`src/rtl/bcd_up_counter_cascade_if.sv`:
```
// bcd_up_counter_cascade_if: control and status bundle for the cascadable BCD up counter
interface bcd_up_counter_cascade_if #(
  parameter int DIGITS = 2
);
  logic                  en;
  logic                  cin;
  logic                  load;
  logic [4*DIGITS-1:0]   load_val;
  logic [4*DIGITS-1:0]   q;
  logic                  cout;
  logic                  load_err;
  logic                  ovf;
  modport master (output en, cin, load, load_val, input q, cout, load_err, ovf);
  modport slave  (input en, cin, load, load_val, output q, cout, load_err, ovf);
endinterface

```
`src/rtl/bcd_up_counter_cascade.sv`:
```
// bcd_up_counter_cascade: multi-digit BCD up counter with load, carry chain and sticky overflow (option BCD_CNT_SATURATE_EN)
module bcd_up_counter_cascade #(
  parameter int DIGITS = 2
) (
  input  logic                     clk,
  input  logic                     reset,
  bcd_up_counter_cascade_if.slave  bus
);
  localparam int W = 4 * DIGITS;
`ifdef BCD_CNT_SATURATE_EN
  localparam bit SAT = 1'b1;
`else
  localparam bit SAT = 1'b0;
`endif
  logic [W-1:0]      q_q, q_d, inc_d, ld_d;
  logic              ovf_q, ovf_d, load_err_q, load_err_d;
  logic [DIGITS:0]   c;
  logic [DIGITS-1:0] bad;
  logic              step, all9;
  assign c[0] = 1'b1;
  // c[g] is high when every lower digit is at 9; digits above 9 are treated as 9 so they roll to 0
  for (genvar g = 0; g < DIGITS; g++) begin : g_dig
    logic [3:0] d, v;
    assign d                = q_q[4*g +: 4];
    assign v                = bus.load_val[4*g +: 4];
    assign c[g+1]           = c[g] & (d >= 4'd9);
    assign inc_d[4*g +: 4]  = c[g] ? ((d >= 4'd9) ? 4'd0 : d + 4'd1) : d;
    assign bad[g]           = v > 4'd9;
    assign ld_d[4*g +: 4]   = bad[g] ? 4'd0 : v;
  end
  assign all9 = c[DIGITS];
  assign step = bus.en & bus.cin & ~bus.load;
  // priority load > count > hold; a saturating build freezes at all-9s instead of wrapping
  always_comb begin
    q_d        = bus.load ? ld_d : (step & ~(SAT & all9)) ? inc_d : q_q;
    ovf_d      = bus.load ? 1'b0 : ovf_q | (step & all9);
    load_err_d = bus.load & |bad;
  end
  // state registers, cleared asynchronously by reset
  always_ff @(posedge clk or posedge reset) begin
    if (reset) begin
      q_q        <= '0;
      ovf_q      <= 1'b0;
      load_err_q <= 1'b0;
    end else begin
      q_q        <= q_d;
      ovf_q      <= ovf_d;
      load_err_q <= load_err_d;
    end
  end
  assign bus.q        = q_q;
  assign bus.ovf      = ovf_q;
  assign bus.load_err = load_err_q;
  assign bus.cout     = ~SAT & step & all9;
endmodule
```
`src/flat_wrapper.sv`:
```
// flat-port wrapper written by rule: the top's interface ports become plain ports
module bcd_up_counter_cascade_flat 
#(
  parameter int DIGITS = 2
)
  (clk, reset, bus_en, bus_cin, bus_load, bus_load_val, bus_q, bus_cout, bus_load_err, bus_ovf);
  bcd_up_counter_cascade_if #(.DIGITS(DIGITS)) bus_i ();
  input  logic clk;
  input  logic reset;
  input wire logic [$bits(bus_i.en)-1:0] bus_en;
  input wire logic [$bits(bus_i.cin)-1:0] bus_cin;
  input wire logic [$bits(bus_i.load)-1:0] bus_load;
  input wire logic [$bits(bus_i.load_val)-1:0] bus_load_val;
  output wire logic [$bits(bus_i.q)-1:0] bus_q;
  output wire logic [$bits(bus_i.cout)-1:0] bus_cout;
  output wire logic [$bits(bus_i.load_err)-1:0] bus_load_err;
  output wire logic [$bits(bus_i.ovf)-1:0] bus_ovf;
  assign bus_i.en = bus_en;
  assign bus_i.cin = bus_cin;
  assign bus_i.load = bus_load;
  assign bus_i.load_val = bus_load_val;
  assign bus_q = bus_i.q;
  assign bus_cout = bus_i.cout;
  assign bus_load_err = bus_i.load_err;
  assign bus_ovf = bus_i.ovf;
  bcd_up_counter_cascade #(.DIGITS(DIGITS)) u_core (.clk(clk), .reset(reset), .bus(bus_i));
endmodule
```
`config.mk`:
```
export PLATFORM = sky130hd
export DESIGN_NAME = bcd_up_counter_cascade_flat
export DESIGN_NICKNAME = d
export VERILOG_FILES = /design/src/rtl/bcd_up_counter_cascade_if.sv /design/src/rtl/bcd_up_counter_cascade.sv /design/src/flat_wrapper.sv
export SDC_FILE = /design/constraint.sdc
export NUM_CORES = 1
export LEC_CHECK = 0
export BUFFER_PORTS_ARGS = -buffer_cell sky130_fd_sc_hd__buf_2
export CAP_MARGIN = 20
export CORE_UTILIZATION = 52
export DETAILED_ROUTE_END_ITERATION = 8
export PLACE_DENSITY = 0.81
export SLEW_MARGIN = 5
export SYNTH_ARGS = -nofsm -noshare
export SYNTH_HDL_FRONTEND = slang
export SYNTH_SLANG_ARGS = --single-unit
export TNS_END_PERCENT = 10
```
`constraint.sdc`:
```
create_clock -name clk -period 4.05 [get_ports clk]
set_input_delay 0.6075 -clock clk [delete_from_list [all_inputs] [get_ports clk]]
set_output_delay 0.6075 -clock clk [all_outputs]
set_load 0.03 [all_outputs]
```
Word level (Yosys, flattened, before mapping)
Cells that the tools add are included.
{ "classes": {"bitwise_logic": 7, "addsub": 2, "n_reduce_logical": 4, "n_mux": 8, "magnitude_cmp": 4} }
{ "op_table": {"columns": ["op", "count"], "rows": [
  ["$mux W4", 5],
  ["$mux W8", 2],
  ["$add A4 B1 Y4 const B", 2],
  ["$ge A4 B4 Y1 const B", 2],
  ["$gt A4 B4 Y1 const B", 2],
  ["$and A1 B1 Y1", 5],
  ["$reduce_bool A2 Y1", 2],
  ["$reduce_and A2 Y1", 1],
  ["$reduce_or A2 Y1", 1],
  ["$mux W1", 1],
  ["$not A1 Y1", 1],
  ["$or A1 B1 Y1", 1]
]} }
{ "word_totals": {"reg_bits": 10, "out_inout_bits": 11, "inputBits": 13} }

Longest topological paths before layout
Gate-level depths: netlist (run 1).
{ "logic_depth": {"depth_word": 5, "mapped_depth": 5} }

Worst setup path after synthesis (run 1)
No wires, ideal clock.
{ "synth_timing": {"path_kind": "register -> output", "from": "register u_core.q_q[0], in the netlist u_core.bus.q[0]", "to": "output bus_cout", "arrival_ns": 1.981, "path_stages_with_launch": 6, "slack_ns": 1.461, "path_buffers": 0, "path_cell_list": "dfrtp_1 > inv_1 > ha_1 > nor3b_1 > or4_4 > nor2_1"} }
{ "synth_between": {"elab_chain_cells": 3} }
{ "synth_rtl": {"columns": ["item", "line_no", "rtl"], "rows": [
  ["start: declaration", "bcd_up_counter_cascade.sv:15", "logic [W-1:0] q_q, q_d, inc_d, ld_d;"],
  ["start signal: assignment", "bcd_up_counter_cascade.sv:46", "q_q <= q_d;"],
  ["$ge A4 B4 Y1", "bcd_up_counter_cascade.sv:26", "assign c[g+1] = c[g] & (d >= 4'd9);"],
  ["$and A1 B1 Y1", "bcd_up_counter_cascade.sv:26", null],
  ["$and A1 B1 Y1", "bcd_up_counter_cascade.sv:54", "assign bus.cout = ~SAT & step & all9;"],
  ["end: declaration", "flat_wrapper.sv:15", "output wire logic [$bits(bus_i.cout)-1:0] bus_cout;"]
]} }
No other way between the ends.

Final worst setup path (run 1)
Same ends and word-level chain as after synthesis.

==> results of run 1 <==
cell usage after synthesis:
library cell  instances
nor3b_1               3
nor2_1                5
o2111ai_1             3
nand3_1               6
or3b_4                1
a31o_1                1
o21ai_0               2
buf_2                 1
and3_2                1
a31oi_1               1
o311ai_1              1
o311ai_0              2
or4_2                 1
a21o_2                1
nor4b_1               1
nand2_1               6
nand3b_1              2
o221ai_1              1
nor3_1                1
o211ai_1              1
nor2b_1               2
nand4_1               1
ha_1                  6
a21oi_1               3
inv_1                 9
a32oi_1               2
clkbuf_1              1
a21o_1                1
o31ai_1               2
or4_4                 1
nand3_2               1
dfrtp_1              10
worst paths after layout:
kind | from | end | slack, ns | cells after the start
max | u_core.bus.q[0] | bus_cout | 1.44 | 6
min | reset | u_core.bus.q[3] | 0.32 | 2
max reg2reg | u_core.bus.q[0] | u_core.bus.q[7] | 2.26 | 5
min reg2reg | u_core.bus.ovf | u_core.bus.ovf | 0.51 | 2
max in group asynchronous | reset | u_core.bus.q[4] | 3.44 | 2
min in group clk | u_core.bus.ovf | u_core.bus.ovf | 0.51 | 2
power groups by stage:
stage / Sequential (mW) / Clock, mW / Combinational (mW)
after floorplan: 0.147 / 0 / 0.0496
after global placement: 0.127 / 0 / 0.101
after detailed placement: 0.128 / 0 / 0.102
after CTS: 0.126 / 0.0677 / 0.102
after global routing: 0.128 / 0.0713 / 0.112
final: 0.126 / 0.0673 / 0.102
placed cells by master (no fill, tap or decap), drive strengths merged, types with 3 or more instances in the layout:
cell type	n
a21oi	3
o311ai	3
nand3	7
buf	23
o2111ai	3
ha	6
nand2	6
nor2	5
clkbuf	3
nor3b	3
dfrtp	10
inv	9
area by class of cell:
type	instances	area (um2)	share of cell area
Inverter	9	33.8	0.0391
Multi-Input combinational cell	59	423	0.490
Sequential cell	10	250	0.290
Tap cell	15	18.8	0.0217
Timing Repair Buffer	23	115	0.133
Clock buffer	3	22.5	0.0261
critical path: cells and delay by family (launching register included):
family        cells  cell delay, ns
fa+ha+maj         1            0.20
flops             1            0.46
simple gates      3            0.82
buf+inv           2            0.27
flip-flops by register name, indices dropped and copies added, names as in the netlist:
register	flops
u_core.bus.load_err	1
u_core.bus.ovf	1
u_core.bus.q	8
cell families (layout without fill, tap and decap cells):
logic type,Yosys count,count (layout),synth area share
AOI/OAI and AO/OA,21,21,0.220
adders and majority gates,6,6,0.105
buffers and inverters,11,35,0.0594
DFF,10,10,0.350
and+or+nand+nor,32,32,0.266
per-stage QoR:
stage	total power, mW	hold WS, ns	utilization	worst slack [ns]	instance area (um2)
after CTS	0.296	0.325	0.672	1.45	863
after floorplan	0.197	0.448	-	1.46	716
after global routing	0.312	0.354	0.672	1.35	863
after global placement	0.228	0.511	0.654	1.77	841
after detailed placement	0.230	0.505	0.654	1.73	841
final	0.295	0.319	0.672	1.44	863
metal layers:
metal	vias to the layer above	share of wire
met3	2	0.037
li1	352	-
met5	-	0
met4	0	0.0094
met1	319	0.47
met2	19	0.48
==> summary.md, run 1 <==
| Metric | Value |
|---|---|
| Status | finished clean |
| Tmin final | 2.61 ns |
| Post-synthesis sequential area ratio | 0.350 |
| Post CTS Setup Buffer Count | 0 |
| Internal Power | 183 uW |
| Synth cell types | 32 |
| CTS Hold Bufs | 0 |
| Met2 global-route usage | 0.433 |
| Pleak | 0.421 nW |
| Final hold vios | 0 |
| Die Ht | 39.1 um |
| Logic pwr share | 0.344 |
| CTS clock-pin slew for the worst setup and hold paths | 0.06 ns |
| DRC viols | 0 |
| Worst setup SP type | flip-flop |
| Slew @ Worst Pin | 0.563 ns |
| Synth Cell Area | 716 um2 |
| Wire per inst | 13.4 um |
| GRT met3 Usage | 0.0520 |
| Leading post-synthesis cells by cell area | dfrtp_1 (35%), ha_1 (10%), inv_1 (4.7%) |
| Drt first pass iters | 4 |
| Hold Crit Class | input pin to async pin |
| Share of power burned in registers | 0.428 |
| Placed insts | 116 |
| Pwr Density | 342 nW/um2 |
| Final TNS setup | 0 ns |
| Largest net degree at the start of global routing | 21 |
| RSZ-0062 raised after global routing | false |
| Initial core utilization | 0.557 |
| Vias in the first global route | 650 |
| Peak VDD IR | 0.000285 V |
| Aggregate global-route resource usage | 0.251 |
| Post-CTS Resized | 0 |
| DP Wirelength | 1250 um |
| Layout cell share with drive strength beyond 1 | 0.308 |
| CTS sink cnt | 10 |
| Grt total ovfl | 0 |
| Synth Instances | 80 |
| Worst-path cell chain | inv_1 > ha_1 > nor3b_1 > or4_4 > nor2_1 > buf_2 |
| Clk root buf | clkbuf_4 |
| Area Overhead vs Synth | 20.6% |
| Clock Latency Late Sink | 0.26 ns |
| Worst Path Required | 3.44 ns |
| PortBufs | 23 |
| Ports | 24 |
| Period utilization | 0.645 |
| Final Wtd Congestion | 0.801 |
| Kind of end point of the critical path | primary output |
| Fillers | 115 |
| Routed Antenna Nets | 0 |
| Final Net Count | 125 |
| Clock share of power | 0.228 |
| Global Route met1 Usage | 0.306 |
| Max frequency | 0.383 GHz |
| Syn_nets | 99 |
| Initial antenna violation count | 0 |
| Worst slew margin | 0.624 |
| WS Path Type | flip-flop to primary output |
| First-pass GRT wire length | 2590 um |
| Clock Skews | 0.00198 ns |
| Ys Warns | 0 |
| Final wirelength | 1600 um |
| Core Region | 1280 um2 |
| Max_cap viols | 0 |
| Yosys top cell area share | 0.350 |
| FP Rows | 13 |
| Worst Path Max Fanout | 7 |
| Cts bufs inserted | 3 |
| CTS tree | built |
| Seq cells post-synth | 10 |
| Max-slew violation count | 0 |
| Psw | 113 uW |
| Cell Count, Final, Fillers Out | 119 |
| Die W | 39.1 um |
| Die area | 1530 um2 |
| Maximum level of the CTS H-tree | 1 |
| DR vias/cell | 5.82 |
| Top Usage Layer GRT | met2 |
| 1st-iter DRT viols | 12 |
| Slowest CP cell | or4_4 |
| Total number of vias | 692 |
| Finish-stage setup viols | 0 |
| Max stage delay on crit path | 0.54 ns |
| Syn_area_per_cell | 8.95 um2 |
| Switch share | 0.382 |
| Largest area contributor in the netlist | dfrtp_1 |
| Clock buffer depth | 2 |
| Critical path arrival | 2.01 ns |
| Antenna diodes | 0 |
(Power assumes the default switching activity.)
==> inputs of run 2 (changes only) <==
--- a/config.mk
+++ b/config.mk
@@ -5,11 +5,12 @@
 export SDC_FILE = /design/constraint.sdc
 export NUM_CORES = 1
 export LEC_CHECK = 0
+export ABC_AREA = 1
 export BUFFER_PORTS_ARGS = -buffer_cell sky130_fd_sc_hd__buf_2
 export CAP_MARGIN = 20
-export CORE_UTILIZATION = 52
+export CORE_UTILIZATION = 48
 export DETAILED_ROUTE_END_ITERATION = 8
-export PLACE_DENSITY = 0.81
+export PLACE_DENSITY = 0.75
 export SLEW_MARGIN = 5
 export SYNTH_ARGS = -nofsm -noshare
 export SYNTH_HDL_FRONTEND = slang
==> constraint.sdc (replaced) <==
create_clock -name clk -period 2.5 [get_ports clk]
set_input_delay 0.375 -clock clk [delete_from_list [all_inputs] [get_ports clk]]
set_output_delay 0.375 -clock clk [all_outputs]
set_load 0.03 [all_outputs]
==> run 2 against run 1 <==
  * Flip-flop and latch count stayed put
  * Utilization is 1.9 points lower
  * Cell count is 20% higher
  * Largest cell class unchanged
  * Via count is 4.8% higher
  * Synthesized area is 2.6% higher
  * Sequential power is 87% higher
  * Global-route usage is 1.8 points lower
  * Critical path type unchanged
  * Synthesized cell count is 29% higher
  * Largest power group is now combinational cells
  * Combinational power grew to 2.6 times the previous value
==> summary.md, run 2 <==
| Metric | Value |
|---|---|
| Final Wtd Congestion | 0.819 (+2.1%) |
| Fillers | 119 (+3.5%) |
| Global Route met1 Usage | 0.351 (+0.0445) |
| Cts bufs inserted | 3 (unchanged) |
| Total number of vias | 725 (+4.8%) |
| Tmin final | 1.89 ns |
| Pleak | 0.534 nW (+27%) |
| Worst Path Max Fanout | 7 (unchanged) |
| Worst setup SP type | flip-flop |
| Count leader, synth | nand2_1 |
| Final WS setup | 0.613 ns (-0.823 ns) |
| Final TNS setup | 0 ns (unchanged) |
| Period utilization | 0.755 |
| Status | finished clean |
| Kind of end point of the critical path | primary output |
| Max_cap viols | 0 (unchanged) |
| Antenna diodes | 0 (unchanged) |
| CTS tree | built |
| Final hold vios | 0 (unchanged) |
| Clock buffer depth | 2 (unchanged) |
| Top Usage Layer GRT | met1 |
| Commonest cells in the netlist | nand2_1 (29), nand3_1 (18), inv_1 (11), nor2_1 (11), dfrtp_1 (10) |
| CTS sink cnt | 10 (unchanged) |
| Synth Flop Type | dfrtp_1 |
| Drt first pass iters | 4 (unchanged) |
| Synth Instances | 103 (+29%) |
| Clock Latency Late Sink | 0.27 ns (about the same) |
| Syn_area_per_cell | 7.13 um2 (-20%) |
| Yosys top cell area share | 0.341 (-0.00893) |
| RSZ-0062 raised after global routing | false |
| Worst Hold Slack | 0.0682 ns (-0.251 ns) |
| Vias in the first global route | 598 (-8.0%) |
| GRT met3 Usage | 0.0652 (+0.0132) |
| Die area | 1690 um2 (+11%) |
| WS Path Type | flip-flop to primary output |
| Routed Antenna Nets | 0 (unchanged) |
| Maximum level of the CTS H-tree | 1 (unchanged) |
| Cell Count, Final, Fillers Out | 143 (+20%) |
| Largest net degree at the start of global routing | 13 (-38%) |
| Final wirelength | 1560 um (-2.4%) |
| Largest area contributor in the netlist | dfrtp_1 |
| Hold Crit Class | input pin to async pin |
| Post-CTS Resized | 0 (unchanged) |
| Grt total ovfl | 0 (unchanged) |
| Final Util | 0.653 (-0.0189) |
| Placed insts | 139 (+20%) |
| CTS clock-pin slew for the worst setup and hold paths | 0.07 ns (about the same) |
| Most frequent cells in the layout | nand2_1 (29), buf_2 (23), nand3_1 (18) |
| Die W | 41.1 um (+5.2%) |
| Finish-stage setup viols | 0 (unchanged) |
| DP Wirelength | 1240 um (-0.82%) |
| Design Area, Final | 892 um2 (+3.3%) |
| CTS Hold Bufs | 0 (unchanged) |
| Slew @ Worst Pin | 0.379 ns (-0.184 ns) |
| Seq cells post-synth | 10 (unchanged) |
| PortBufs | 23 (unchanged) |
| Wire per inst | 10.9 um (-19%) |
| Syn_nets | 122 (+23%) |
| Die Ht | 41.1 um (+5.2%) |
| Peak VDD IR | 0.000448 V (+57%) |
| DRC viols | 0 (unchanged) |
| DR vias/cell | 5.07 (-13%) |
| FP Rows | 13 (unchanged) |
| Post-synthesis sequential area ratio | 0.341 (-0.00893) |
| Async SR Flop Fraction | 1.00 (unchanged) |
| Area Overhead vs Synth | 21.5% |
| 1st-iter DRT viols | 20 (+8) |
| Clock Skews | 0.000223 ns (-0.00175 ns) |
| Cell Area, Placed | 856 um2 (+1.8%) |
| Ports | 24 (unchanged) |
| Final Net Count | 148 (+18%) |
| Met2 global-route usage | 0.324 (-0.109) |
| Aggregate global-route resource usage | 0.233 (-0.0180) |
| Worst slew margin | 0.747 (+0.123) |
| FF+latch area | 250 um2 (unchanged) |
| Max frequency | 0.530 GHz |
| Critical path arrival | 1.51 ns (-0.50 ns) |
| Core Region | 1370 um2 (+6.3%) |
| Pwr Density | 727 nW/um2 (+110%) |
| Post CTS Setup Buffer Count | 0 (unchanged) |
| Max-slew violation count | 0 (unchanged) |
| Max reg flops | 8 (unchanged) |
| Initial antenna violation count | 0 (unchanged) |
| Multi-input gate area | 427 um2 (+0.89%) |
| Synth Cell Area | 734 um2 (+2.6%) |
| Synth cell types | 18 (-44%) |
| Leading post-synthesis cells by cell area | dfrtp_1 (34%), nand2_1 (15%), nand3_1 (12%) |
| Ys Warns | 0 (unchanged) |
| Clk root buf | clkbuf_4 |
| Place WS | 0.915 ns (-0.817 ns) |
| Initial core utilization | 0.538 (-0.0194) |
| Layout cell share with drive strength beyond 1 | 0.266 (-0.0421) |
| Worst r2r path cells | 8 (+3) |
| Post-synth EDFFs | 0 (unchanged) |
| Pwr Total | 649 uW (+120%) |
| First-pass GRT wire length | 2520 um (-2.7%) |
| Commonest non-fill, non-tap cell in the layout | nand2_1 |
| Worst Path Required | 2.12 ns (-1.32 ns) |
[run 2: cell count changes in the layout (fill, tap and decap cells not counted), sizes merged, moves of 3 or more]
cell,before,now
nor2,5,13
nand3,7,18
nand2,6,32
o311ai,3,0
nor3b,3,0
o2111ai,3,0
inv,9,12
[run 2: final timing paths]
kind | slack, ns | startpoint | endpoint
setup / recovery | 0.61 | u_core.bus.q[4] | bus_cout
hold / removal | 0.07 | reset | u_core.bus.ovf
setup reg to reg | 1.10 | u_core.bus.q[0] | u_core.bus.q[4]
hold reg to reg | 0.55 | u_core.bus.ovf | u_core.bus.ovf
max in group asynchronous | 2.16 | reset | u_core.bus.q[5]
min in group clk | 0.38 | bus_load_val[0] | u_core.bus.q[0]
[run 2: cells by family after synthesis]
kind of cell / count (synthesis) / synth area share
and+or+nand+nor: 66 / 0.402
buffers and inverters: 14 / 0.0784
DFF: 10 / 0.341
adders and majority gates: 6 / 0.102
AOI/OAI and AO/OA: 5 / 0.0528
xor gates and xnor gates: 2 / 0.0239
[run 2: worst max-delay path: stages (launching register included)]
cell     delay, ns
dfrtp_1       0.44
inv_1         0.09
ha_1          0.20
nand2_1       0.07
nand2_2       0.08
nor2_1        0.14
buf_2         0.21
[run 2: area by class of cell]
class | count | area share
well taps | 15 | 0.0210
clock buffers | 4 | 0.0407
multi-input cells | 79 | 0.478
repair buffers | 23 | 0.129
flip-flops and latches | 10 | 0.281
inverters | 12 | 0.0505
[run 2: report_power, final]
part           internal, mW  switching (mW)  leakage, nW
clock network        0.0886          0.0578       0.0210
registers             0.191          0.0440        0.128
logic                0.0891           0.179        0.385
total                 0.368           0.280        0.534
[run 2: routing by layer]
layer | share of wire | wire length (um)
met5 | 0 | 0
met4 | 0.012 | 19
met3 | 0.050 | 78
met2 | 0.43 | 677
met1 | 0.50 | 784
==> inputs of run 3 (changes only) <==
--- a/config.mk
+++ b/config.mk
@@ -8,9 +8,9 @@
 export ABC_AREA = 1
 export BUFFER_PORTS_ARGS = -buffer_cell sky130_fd_sc_hd__buf_2
 export CAP_MARGIN = 20
-export CORE_UTILIZATION = 48
+export CORE_UTILIZATION = 44
 export DETAILED_ROUTE_END_ITERATION = 8
-export PLACE_DENSITY = 0.75
+export PLACE_DENSITY = 0.73
 export SLEW_MARGIN = 5
 export SYNTH_ARGS = -nofsm -noshare
 export SYNTH_HDL_FRONTEND = slang
==> constraint.sdc (replaced) <==
create_clock -name clk -period 1.66 [get_ports clk]
set_input_delay 0.249 -clock clk [delete_from_list [all_inputs] [get_ports clk]]
set_output_delay 0.249 -clock clk [all_outputs]
set_load 0.03 [all_outputs]
==> run 3 against run 2 <==
  * Routed wire length increased by 13%
  * Clock skew increased by 0.0030 ns
  * Register-to-register slack got worse by 0.82 ns
  * Via count increased by 8.4%
  * Global-route usage decreased by 3.0 points
  * Hold slack improved by 0.19 ns
  * Sequential share of layout area decreased by 2.4 points
  * Cell count increased by 5.6%
  * Largest power group unchanged
  * Utilization decreased by 0.76 points
  * Power increased by 56%
  * Highest routed layer unchanged
  * Worst setup slack got worse by 0.56 ns
  * Flip-flop and latch count unchanged
  * Critical endpoint unchanged
  * Largest cell class unchanged
==> summary.md, run 3 (same netlist as run 2, synthesis figures left out) <==
| Metric | Value |
|---|---|
| Worst slew margin | 0.732 (-0.0155) |
| 1st-iter DRT viols | 12 (-40%) |
| Period utilization | 0.969 |
| Core Region | 1520 um2 (+12%) |
| Worst Path Max Fanout | 2 (-5) |
| Commonest non-fill, non-tap cell in the layout | nand2_1 |
| Final Net Count | 156 (+5.4%) |
| DRC viols | 0 (unchanged) |
| Max_cap viols | 0 (unchanged) |
| Max stage delay on crit path | 0.40 ns (-0.04 ns) |
| Finish-stage setup viols | 0 (unchanged) |
| DP Wirelength | 1240 um (+0.31%) |
| Maximum level of the CTS H-tree | 1 (unchanged) |
| Grt total ovfl | 0 (unchanged) |
| Drt first pass iters | 4 (unchanged) |
| Crit path max-delay family | flip-flops |
| Final wirelength | 1760 um (+13%) |
| Die Ht | 42.9 um (+4.2%) |
| Max reg flops | 8 (unchanged) |
| Final hold vios | 0 (unchanged) |
| Initial core utilization | 0.482 (-0.0556) |
| Status | finished clean |
| Slew @ Worst Pin | 0.402 ns (+0.0233 ns) |
| Worst setup SP type | flip-flop |
| Peak VDD IR | 0.000503 V (+12%) |
| DR vias/cell | 5.21 (+2.7%) |
| PortBufs | 23 (unchanged) |
| Clock buffer depth | 2 (unchanged) |
| Slowest CP cell | dfrtp_1 |
| Worst Path Required | 1.41 ns (-0.71 ns) |
| WS Path Type | flip-flop to primary output |
| Pleak | 0.560 nW (+5.0%) |
| Total number of vias | 786 (+8.4%) |
| Ports | 24 (unchanged) |
| CTS sink cnt | 10 (unchanged) |
| Die W | 42.9 um (+4.2%) |
| Critical R2R Capture | u_core.bus.q[7] |
| Pwr Density | 1030 nW/um2 (+42%) |
| Aggregate global-route resource usage | 0.203 (-0.0301) |
| Tmin final | 1.61 ns |
| Clk root buf | clkbuf_4 |
| CTS clock-pin slew for the worst setup and hold paths | 0.07 ns (about the same) |
| CTS tree | built |
| Worst Hold Depth | 3 |
| Clock Skews | 0.00322 ns (+0.00300 ns) |
| R2r setup slk | 0.28 ns (-0.82 ns) |
| Worst r2r path cells | 9 (+1) |
| Kind of end point of the critical path | primary output |
| Max frequency | 0.622 GHz |
| Cts bufs inserted | 3 (unchanged) |
| Routed Antenna Nets | 0 (unchanged) |
| Hold Crit Class | input pin to flip-flop |
| FP Rows | 14 (+1) |
| Fillers | 137 (+15%) |
| Die area | 1840 um2 (+8.6%) |
| Reg2reg start | u_core.bus.q[4] |
| Final Util | 0.645 (-0.00761) |
| Hold path endpoint | u_core.bus.q[0] |
| Largest net degree at the start of global routing | 12 (-1) |
| Area Overhead vs Synth | 33.9% |
| Initial antenna violation count | 0 (unchanged) |
| Vias in the first global route | 696 (+16%) |
| Crit path buffers/inverters | 2 (unchanged) |
| Clock Latency Late Sink | 0.26 ns (about the same) |
| Max-slew violation count | 0 (unchanged) |
| Wire per inst | 11.6 um (+6.7%) |
| Layout cell share with drive strength beyond 1 | 0.370 (+0.105) |
| Critical path arrival | 1.36 ns (-0.15 ns) |
| Antenna diodes | 0 (unchanged) |
| HP Start | bus_load_val[0] |
| Final TNS setup | 0 ns (unchanged) |
| Final Wtd Congestion | 0.813 (-0.68%) |
| Worst-path cell chain | inv_2 > ha_4 > nor2_2 > nand2_2 > nand3_2 > nor2_4 > buf_6 |
| Most frequent cells in the layout | nand2_1 (29), buf_2 (22), nand3_1 (17) |
| First-pass GRT wire length | 2830 um (+12%) |
[run 3: changes by cell type in the layout (fill, tap and decap cells not counted), moves of 2 or more]
| cell | change |
|---|---|
| buf_4 | +7 |
| dfrtp_1 | -2 |
| dfrtp_2 | +2 |
| ha_1 | -3 |
| ha_2 | +2 |
| inv_1 | -2 |
| inv_2 | +2 |
| nor2_1 | -2 |
[run 3: final cells by class]
cell class	count	area (um2)	area share
clock buffers	3	22.5	0.0229
inverters	12	45.0	0.0458
multi-input cells	79	459	0.467
well taps	16	20.0	0.0204
repair buffers	31	184	0.187
flip-flops and latches	10	253	0.257
[run 3: stage by stage]
| step | hold slack (ns) | instance area (um2) | setup WS [ns] | cells | total power [mW] |
|---|---|---|---|---|---|
| 3_3_place_gp | 0.257 | 867 | 0.219 | 141 | 0.755 |
| 4_1_cts | 0.256 | 926 | 0.00276 | 148 | 0.962 |
| 6_report | 0.257 | 983 | 0.0520 | 151 | 1.02 |
| 2_1_floorplan | 0.0892 | 737 | 0.0595 | 103 | 0.654 |
| 3_5_place_dp | 0.261 | 867 | 0.209 | 141 | 0.767 |
| 5_1_grt | 0.281 | 983 | -0.0125 | 151 | 1.09 |
[run 3: layer usage]
| layer | GRT usage | wire length, um |
|---|---|---|
| met1 | 0.243 | 760 |
| met2 | 0.364 | 927 |
| met3 | 0.0255 | 53 |
| met4 | 0.0750 | 15 |
| met5 | 0 | 0 |
[run 3: where the power goes]
part	switching (mW)	internal (mW)	leakage, nW
clock network	0.0800	0.0836	0.0138
logic	0.309	0.191	0.421
registers	0.0626	0.289	0.125
[run 3: timing repair]
item | CTS | global route
gates resized for setup | 2 | 11
pin swaps | 0 | 3
endpoints found under the setup margin | 1 | 1
hold endpoints to repair | 10 | 0
hold buffers | 1 | 0
setup buffers | 3 | 3
[run 3: worst max path at each step]
| stage | from | end | cells past startpoint |
|---|---|---|---|
| 2_1_floorplan | u_core.bus.q[0] | bus_cout | 5 |
| 4_1_cts | u_core.bus.q[4] | bus_cout | 6 |
| 5_1_grt | u_core.bus.q[0] | bus_cout | 6 |
| 3_3_place_gp | u_core.bus.q[0] | bus_cout | 6 |
| 3_5_place_dp | u_core.bus.q[4] | bus_cout | 6 |
| 6_report | u_core.bus.q[1] | bus_cout | 7 |
[run 3: worst min-delay path, cell delays in order]
cell and delay [ns]:
buf_2 0.07, nand3_1 0.07, o211ai_1 0.08
